===== config.mk =====
export PLATFORM = sky130hd
export DESIGN_NAME = uart_ctrl
export DESIGN_NICKNAME = d
export VERILOG_FILES = /design/src/rtl/uart_ctrl.sv
export SDC_FILE = /design/constraint.sdc
export NUM_CORES = 1
export LEC_CHECK = 0
export CAP_MARGIN = 20
export CORE_MARGIN = 1
export CORE_UTILIZATION = 41
export DETAILED_ROUTE_END_ITERATION = 6
export GPL_TIMING_DRIVEN = 0
export SLEW_MARGIN = 30
export SYNTH_ARGS = -nofsm -noshare
export SYNTH_HDL_FRONTEND = slang
export SYNTH_SLANG_ARGS = --single-unit

===== constraint.sdc =====
create_clock -name clk -period 3 [get_ports clk]
set_clock_uncertainty 0.05 [all_clocks]
set_input_delay 0.9 -clock clk [delete_from_list [all_inputs] [get_ports clk]]
set_output_delay 0.9 -clock clk [all_outputs]
set_load 0.005 [all_outputs]

===== src/rtl/uart_ctrl.sv =====
// uart_ctrl: bus-mapped UART controller. Captures receiver bytes into an RX
// FIFO, drains a TX FIFO into the transmitter through a small sequencer,
// exposes DATA/STATUS/CTRL/RXCOUNT registers and a level interrupt.
// Optional macro UART_CTRL_LOOPBACK_EN adds CTRL.lpbk, a TX->RX FIFO loopback.
module uart_ctrl #(
  parameter int RX_DEPTH = 16,
  parameter int TX_DEPTH = 16
) (
  input  logic       clk,
  input  logic       rst,
  input  logic [1:0] addr,
  input  logic       we,
  input  logic       re,
  input  logic [7:0] wdata,
  output logic [7:0] rdata,
  input  logic [7:0] rx_data,
  input  logic       rx_valid,
  output logic [7:0] tx_data,
  output logic       tx_start,
  input  logic       tx_busy,
  output logic       irq
);

  localparam int RX_AW = $clog2(RX_DEPTH);
  localparam int TX_AW = $clog2(TX_DEPTH);

  typedef enum logic [1:0] {S_IDLE, S_START, S_WAIT_BUSY, S_WAIT_DONE} seq_state_t;

  logic [7:0]   rx_mem [RX_DEPTH];
  logic [7:0]   tx_mem [TX_DEPTH];
  logic [RX_AW:0] rx_wr_q, rx_rd_q, rx_cnt;
  logic [TX_AW:0] tx_wr_q, tx_rd_q;
  logic         rx_valid_q, ovr_q, rx_ie_q, tx_ie_q, irq_q, irq_d, tx_start_q;
  logic [7:0]   rdata_q, rdata_d, tx_data_q, rx_cnt8, rx_push_data;
  seq_state_t   state_q;
  logic         rx_empty, rx_full, tx_empty, tx_full, tx_idle, lpbk;
  logic         rx_pop, rx_push_req, rx_push, tx_push, tx_pop;

  // FIFO flags: equal pointers mean empty, MSB-only difference means full
  assign rx_cnt   = rx_wr_q - rx_rd_q;
  assign rx_empty = (rx_wr_q == rx_rd_q);
  assign rx_full  = (rx_wr_q[RX_AW] != rx_rd_q[RX_AW]) &&
                    (rx_wr_q[RX_AW-1:0] == rx_rd_q[RX_AW-1:0]);
  assign tx_empty = (tx_wr_q == tx_rd_q);
  assign tx_full  = (tx_wr_q[TX_AW] != tx_rd_q[TX_AW]) &&
                    (tx_wr_q[TX_AW-1:0] == tx_rd_q[TX_AW-1:0]);
  assign tx_idle  = tx_empty && (state_q == S_IDLE);

  // RXCOUNT is occupancy clamped to the 8-bit register
  generate
    if (RX_AW + 1 <= 8) begin : g_cnt_narrow
      assign rx_cnt8 = 8'(rx_cnt);
    end else begin : g_cnt_wide
      assign rx_cnt8 = (rx_cnt > (RX_AW+1)'(255)) ? 8'hFF : 8'(rx_cnt);
    end
  endgenerate

  // Bus-side FIFO strobes; a DATA read of an empty FIFO moves nothing
  assign rx_pop  = re && (addr == 2'd0) && !rx_empty;
  assign tx_push = we && (addr == 2'd0) && !tx_full;
  assign tx_pop  = (state_q == S_IDLE) && !tx_empty;
  // A same-cycle pop makes room, so a push into a full FIFO still lands
  assign rx_push = rx_push_req && (!rx_full || rx_pop);

`ifdef UART_CTRL_LOOPBACK_EN
  logic lpbk_q;
  assign lpbk = lpbk_q;

  // RX FIFO source: TX head while looping back, receiver edges otherwise
  always_comb begin
    rx_push_req  = 1'b0;
    rx_push_data = rx_data;
    if (lpbk) begin
      rx_push_req  = tx_pop;
      rx_push_data = tx_mem[tx_rd_q[TX_AW-1:0]];
    end else begin
      rx_push_req  = rx_valid && !rx_valid_q;
    end
  end
`else
  assign lpbk         = 1'b0;
  assign rx_push_req  = rx_valid && !rx_valid_q;
  assign rx_push_data = rx_data;
`endif

  // FIFO storage writes (no reset so the arrays map onto block RAM)
  always_ff @(posedge clk) begin
    if (rx_push) rx_mem[rx_wr_q[RX_AW-1:0]] <= rx_push_data;
    if (tx_push) tx_mem[tx_wr_q[TX_AW-1:0]] <= wdata;
  end

  // FIFO pointers, receiver valid history and sticky overrun
  always_ff @(posedge clk) begin
    if (rst) begin
      rx_wr_q    <= '0;
      rx_rd_q    <= '0;
      tx_wr_q    <= '0;
      tx_rd_q    <= '0;
      rx_valid_q <= 1'b1;
      ovr_q      <= 1'b0;
    end else begin
      rx_valid_q <= rx_valid;
      if (rx_push) rx_wr_q <= rx_wr_q + 1'b1;
      if (rx_pop)  rx_rd_q <= rx_rd_q + 1'b1;
      if (tx_push) tx_wr_q <= tx_wr_q + 1'b1;
      if (tx_pop)  tx_rd_q <= tx_rd_q + 1'b1;
      // A new overrun wins over a clear in the same cycle
      if (rx_push_req && !rx_push)
        ovr_q <= 1'b1;
      else if (we && (addr == 2'd1) && wdata[2])
        ovr_q <= 1'b0;
    end
  end

  // CTRL register
  always_ff @(posedge clk) begin
    if (rst) begin
      rx_ie_q <= 1'b0;
      tx_ie_q <= 1'b0;
`ifdef UART_CTRL_LOOPBACK_EN
      lpbk_q  <= 1'b0;
`endif
    end else if (we && (addr == 2'd2)) begin
      rx_ie_q <= wdata[0];
      tx_ie_q <= wdata[1];
`ifdef UART_CTRL_LOOPBACK_EN
      lpbk_q  <= wdata[2];
`endif
    end
  end

  // Read mux; rdata holds its last value when no read is issued
  always_comb begin
    rdata_d = rdata_q;
    if (re) begin
      case (addr)
        2'd0:    rdata_d = rx_pop ? rx_mem[rx_rd_q[RX_AW-1:0]] : 8'h00;
        2'd1:    rdata_d = {3'b000, tx_idle, tx_full, ovr_q, rx_full, !rx_empty};
        2'd2:    rdata_d = {5'b00000, lpbk, tx_ie_q, rx_ie_q};
        default: rdata_d = rx_cnt8;
      endcase
    end
  end

  assign irq_d = (rx_ie_q && (!rx_empty || ovr_q)) || (tx_ie_q && tx_idle);

  // Registered read data and interrupt
  always_ff @(posedge clk) begin
    if (rst) begin
      rdata_q <= 8'h00;
      irq_q   <= 1'b0;
    end else begin
      rdata_q <= rdata_d;
      irq_q   <= irq_d;
    end
  end

  // TX sequencer: hand one byte to the transmitter and track its busy window
  always_ff @(posedge clk) begin
    if (rst) begin
      state_q    <= S_IDLE;
      tx_data_q  <= 8'h00;
      tx_start_q <= 1'b0;
    end else begin
      tx_start_q <= 1'b0;
      case (state_q)
        S_IDLE: begin
          // In loopback the byte is popped straight into the RX FIFO instead
          if (tx_pop && !lpbk) begin
            tx_data_q  <= tx_mem[tx_rd_q[TX_AW-1:0]];
            tx_start_q <= 1'b1;
            state_q    <= S_START;
          end
        end
        S_START:     state_q <= S_WAIT_BUSY;
        S_WAIT_BUSY: if (tx_busy)  state_q <= S_WAIT_DONE;
        S_WAIT_DONE: if (!tx_busy) state_q <= S_IDLE;
        default:     state_q <= S_IDLE;
      endcase
    end
  end

  assign rdata    = rdata_q;
  assign tx_data  = tx_data_q;
  assign tx_start = tx_start_q;
  assign irq      = irq_q;

endmodule


==> metrics.yaml, run 1 <==
status: "finished clean"
pwr-share-clk_pct: 39.3
syn_area_per_cell_sq_um: 17.5
p_switching_uw: 2030
crit_path_max_incr_delay_ns: 0.69
synth.distinct_cells: 47
syn_inst: 691
dp.cells: 1118
cp.arrival_ns: 2.99
cts-htree-levels: 1
timing.rr.start: "rx_wr_q[0]"
area.growth.synth_to_final_pct: 15.7
r2r_slack_ns: 0.14
clkLatencyLatePin_ns: 0.57
post-route-min-period_ns: 2.86
critPathLaunchType: "flip-flop"
seqPwrFrac_pct: 52.2
wire_per_inst_microns: 22.0
tightest_slew_ns: 0.902
clock.fmax_mhz: 350
nNetsFinal: 810
grt_max_degree: 18
hold_depth: 2
syn-num-nets: 734
viasPerCell: 5.38
p_per_area_nw_per_um2: 641
drc: 0
slowest_stage: "nor2_1"
drt_iter0_markers: 486
worst_ep_required_time_ns: 3.14
instances_no_fill: 1176
maxCapViolCount: 0
final_cell_mix: "edfxtp_1, mux4_2, dfxtp_1"
die_area_sq_um: 30200
fin_crit_sh_pct: 95.2
cp.depth: 6
path_class: "reg -> reg"
clk_pin_slew_ns: 0.06
cts_buffer_depth: 3
setup_tns_ns: 0
grt_first_pass_wirelength_microns: 40000
hold_path.class: "reg -> reg"
yosys_warnings: 0
vias: 6324
io_pins: 42
fp.dieH_microns: 174
port-buffer-count: 39
hold_start: "tx_data[0]"
p_leak_uw: 0.00448
rsz0062_at_grt: "true"
r2r_end: "rx_mem[12][7]"
drive_above_1_share_pct: 19.8
grt_antenna_before_repair: 0
r2r_cells: 6
share_comb_of_total_power_pct: 8.6
grt-ovfl-total: 0
ir_drop_v: 0.000453
synthFlopType: "edfxtp_1"
final_util_pct: 48.6
cts_made_buffers: 31
hold_end: "tx_data[0]"
row_count: 62
cts.sinks: 304
dp_hpwl_microns: 17600
routabilityCongestion: 0.833
grtUsageTotal_pct: 17.5
grt_pass1_vias: 6735
power_uw: 8980
ys_ff_latch: 304
end_kind: "flip-flop"
antenna_left: 0
syn-cell-area_sq_um: 12100
die_w_microns: 174
cp_cell_sequence: "inv_1, ha_1, nand4_1, o31a_1, nand2_1, nor2_1"
crit_buf_inv: 1
finalSetupViolations: 0
slew_viol_final: 0
cts-hold-fix-buffers: 0
n_antenna_cell: 0
seq_area_frac_synth_pct: 71.4
cts_tree: "built"
wirelength_microns: 25900
postCtsSetupRepairBufs: 0
slew_headroom_pct: 39.6
root_buffer: "clkbuf_16"
hold_viol: 0
dr.pass1.iters: 4
final_common_cell: "edfxtp_1"
timing.critical_path.fanout_max: 8
internal-power_uw: 6960
switching_share_pct: 22.6
start_util_pct: 42.0
startpoint: "rx_wr_q[0]"
critPathTopFamily: "simple AND/OR/NAND/NOR gates"
synth_edf_count: 256
core_sq_um: 28900
ys_async_sr_fraction_pct: 0
-- logic make-up after synthesis --
kind of cell | synth area share (%)
fa+ha+maj | 2.02
buf+inv | 1.77
simple gates | 5.53
compound gates | 4.76
xor+xnor | 1.59
mux | 13.0
flops | 71.4
-- cell type report --
type / count / area (sq um)
buffer: 37 / 165
clock buffer: 42 / 837
clock inverter: 16 / 88.8
fill: 2445 / 14800
inverter: 13 / 48.8
multi-input combinational: 337 / 3330
sequential: 304 / 8650
tap: 384 / 480
timing repair buffer: 43 / 420
-- worst max-delay path by stage --
stage                                to  slack, ns
after CTS                    rx_wr_q[4]      -0.05
after detailed placement   rx_mem[9][6]      -0.62
after floorplan            rx_mem[0][0]       0.02
after global placement     rx_mem[2][5]      -1.04
after global routing       rx_mem[4][4]      -0.05
final                     rx_mem[12][7]       0.14
-- per-stage QoR --
step	worst slack [ns]	instance area, sq um	hold slack (ns)
after CTS	-0.0524	14000	0.429
after global routing	-0.0505	14000	0.439
after floorplan	0.0173	12100	0.395
after detailed placement	-0.623	13000	0.420
after global placement	-1.04	13000	0.397
final	0.143	14000	0.426
-- tightest hold or removal path: cells and delay by family, from the launching register on --
family,cells,cell delay (ns)
DFF,1,0.32
AOI/OAI and AO/OA,1,0.06
and+or+nand+nor,1,0.05
-- cell usage after synthesis, types with 3 or more instances --
| cell type | n | area, sq um |
|---|---|---|
| nand2_1 | 27 | 101 |
| dfxtp_1 | 48 | 961 |
| edfxtp_1 | 256 | 7690 |
| and2_1 | 3 | 18.8 |
| mux2i_1 | 6 | 60.1 |
| clkbuf_1 | 20 | 75.1 |
| and3_1 | 15 | 93.8 |
| xnor2_1 | 13 | 114 |
| a22o_1 | 3 | 26.3 |
| nor2b_1 | 12 | 75.1 |
| xor2_1 | 9 | 78.8 |
| a211oi_1 | 3 | 22.5 |
| nand2b_1 | 5 | 31.3 |
| buf_2 | 12 | 60.1 |
| buf_1 | 3 | 11.3 |
| mux4_2 | 66 | 1490 |
| nor2_1 | 43 | 161 |
| nand4_1 | 6 | 37.5 |
| ha_1 | 18 | 225 |
| o22ai_1 | 5 | 31.3 |
| inv_1 | 13 | 48.8 |
| nand3_1 | 9 | 45.0 |
| a21o_1 | 9 | 67.6 |
| a22oi_1 | 21 | 158 |
| a21oi_1 | 19 | 95.1 |
| nor3_1 | 8 | 40.0 |
| o211ai_1 | 4 | 30.0 |
| o21ai_0 | 7 | 35.0 |
-- timing repair --
action / in CTS / in global routing
setup endpoints to repair: 23 / 129
pin swaps: 0 / 0
resized for setup: 3 / 16
-- flip-flops by register name, summed over array words and instances (netlist names), 5 cells and up, named ones only --
register and count:
rx_wr_q 5, rx_mem 128, rx_rd_q 5, rdata 8
tx_rd_q 5, tx_wr_q 5, tx_mem 128, tx_data 8
-- power groups by stage --
stage | registers [uW] | logic (uW) | clock network [uW]
final | 4690 | 769 | 3530
after global routing | 4690 | 837 | 3750
after CTS | 4690 | 778 | 3590
after detailed placement | 4780 | 774 | 0
after global placement | 4770 | 746 | 0
after floorplan | 4770 | 457 | 0
-- layer usage --
| metal | vias to the layer above | routed length, microns | global-route usage (%) |
|---|---|---|---|
| li1 | 2887 | - | - |
| met1 | 3250 | 10600 | 21.9 |
| met2 | 146 | 13600 | 31.8 |
| met3 | 41 | 1110 | 2.52 |
| met4 | 0 | 532 | 4.53 |
| met5 | - | 0 | 0 |
No activity file was read; power rests on OpenSTA's default activity.
==> run 2: changes to the inputs <==
CAP_MARGIN = 5   (was 20)
SLEW_MARGIN = unset   (was 30)
==> run 2 against run 1 <==
Against the previous run:
- worst setup slack got worse by 0.053 ns
- hold slack improved by 0.0012 ns
- register-to-register slack got worse by 0.05 ns
- largest power group unchanged
==> metrics.yaml, run 2 (synthesis gave the netlist of run 1 again) <==
status: "finished clean"
startpoint: "rx_wr_q[0]"
dp_hpwl_microns: 17500
clock.fmax_mhz: 344
vias: 6368
root_buffer: "clkbuf_16"
fin_crit_sh_pct: 97.0
critPathTopFamily: "simple AND/OR/NAND/NOR gates"
switching_share_pct: 21.9
start_util_pct: 42.0
crit_path_max_incr_delay_ns: 0.71
grt_first_pass_wirelength_microns: 39500
grtUsageTotal_pct: 17.3
drc: 0
n_fill_cell: 2460
maxCapViolCount: 0
timing.rr.start: "rx_wr_q[0]"
seq_area_sq_um: 8650
slew_headroom_pct: 38.4
p_leak_uw: 0.00447
multi_input_area_sq_um: 3320
path_class: "reg -> reg"
critPathLaunchType: "flip-flop"
cp.arrival_ns: 3.04
tightest_slew_ns: 0.919
instances_no_fill: 1173
timing.critical_path.fanout_max: 8
viasPerCell: 5.43
hold_viol: 0
ir_drop_v: 0.000451
post-route-min-period_ns: 2.91
n_antenna_cell: 0
cp_cell_sequence: "inv_1, ha_1, nand4_1, o31a_1, nand2_1, nor3_2"
hold_path.class: "reg -> reg"
internal-power_uw: 7050
cts_buffer_depth: 3
r2r_slack_ns: 0.09
worst_ep_required_time_ns: 3.12
pwr-share-clk_pct: 39.6
drive_above_1_share_pct: 19.5
nNetsFinal: 807
final_cell_mix: "edfxtp_1, mux4_2, dfxtp_1"
port-buffer-count: 39
r2r_end: "rx_mem[1][5]"
p_switching_uw: 1980
fp.dieH_microns: 174
cts_tree: "built"
rsz0062_at_grt: "true"
routabilityCongestion: 0.833
clk_pin_slew_ns: 0.06
slew_viol_final: 0
hold_end: "tx_data[2]"
drt_iter0_markers: 524
hold_start: "tx_data[2]"
finalSetupViolations: 0
crit_buf_inv: 1
grt_max_degree: 18
setup_tns_ns: 0
clkLatencyLatePin_ns: 0.56
wirelength_microns: 25600
grt-ovfl-total: 0
antenna_left: 0
die_w_microns: 174
r2r_cells: 6
p_per_area_nw_per_um2: 644
grt_pass1_vias: 6721
area.growth.synth_to_final_pct: 15.7
dp.cells: 1115
io_pins: 42
cts.sinks: 304
row_count: 62
hold_depth: 2
seqPwrFrac_pct: 51.9
cts-hold-fix-buffers: 0
dr.pass1.iters: 4
share_comb_of_total_power_pct: 8.5
cts_made_buffers: 31
cts-htree-levels: 1
slowest_stage: "nor3_2"
core_sq_um: 28900
wire_per_inst_microns: 21.8
final_common_cell: "edfxtp_1"
postCtsSetupRepairBufs: 0
die_area_sq_um: 30200
end_kind: "flip-flop"
grt_antenna_before_repair: 0
run 2: changes by cell type in the layout (fill, tap and decap cells not counted), sizes merged:
cell,before,now
clkbuf,62,61
clkinv,12,13
buf,21,18
inv,15,14
bufinv,0,1
run 2: layout make-up:
class	count	share of cell area, %
Sequential cell	304	61.7
Multi-Input combinational cell	337	23.7
Clock buffer	41	6.02
Tap cell	384	3.43
Timing Repair Buffer	40	2.84
Buffer	37	1.18
Clock inverter	17	0.794
Inverter	13	0.348
run 2: tightest hold or removal path, delay by kind of cell, from the launching register on:
kind / cells / cell delay, ns
and+or+nand+nor: 1 / 0.06
DFF: 1 / 0.32
AOI/OAI and AO/OA: 1 / 0.05
run 2: worst max-delay path by stage:
| stage | to | cells past startpoint |
|---|---|---|
| finish | rx_mem[1][5] | 6 |
| global route | rx_mem[4][7] | 6 |
| CTS | rx_wr_q[4] | 7 |
| detailed placement | rx_mem[9][6] | 5 |
| global placement | rx_mem[2][5] | 5 |
| floorplan | rx_mem[0][0] | 5 |
run 2: through the flow:
step                      utilization [%]  hold slack (ns)  instance area [sq um]  setup slack (ns)  power (uW)
after floorplan                         -            0.395                  12100            0.0173        5230
after global placement               45.0            0.397                  13000             -1.04        5520
after detailed placement             45.1            0.421                  13000            -0.606        5550
after CTS                            48.5            0.430                  14000           -0.0205        9120
after global routing                 48.6            0.437                  14000           -0.0415        9340
final                                48.6            0.428                  14000            0.0893        9030
run 2: what timing repair did:
item	in CTS	in global routing
resized for setup	5	16
endpoints found under the setup margin	26	161
pin swaps	0	0
run 2: routing by layer:
metal	vias to the layer above	global-route usage, %	share of wire [%]
li1	2895	-	-
met5	-	0	0
met1	3274	21.9	41
met4	0	4.57	2.1
met2	156	31.0	53
met3	43	2.43	3.8
run 2: power by group through the flow:
stage,sequential (uW),combinational [uW],clock (uW)
2_1_floorplan,4770,457,0
3_3_place_gp,4770,746,0
3_5_place_dp,4780,771,0
4_1_cts,4690,774,3650
5_1_grt,4690,830,3820
6_report,4690,765,3580
==> run 3: changes to the inputs <==
TNS_END_PERCENT = 100   (was unset)
==> results of run 3 <==
No change in the layout: final DEF, timing and power equal those of run 2.
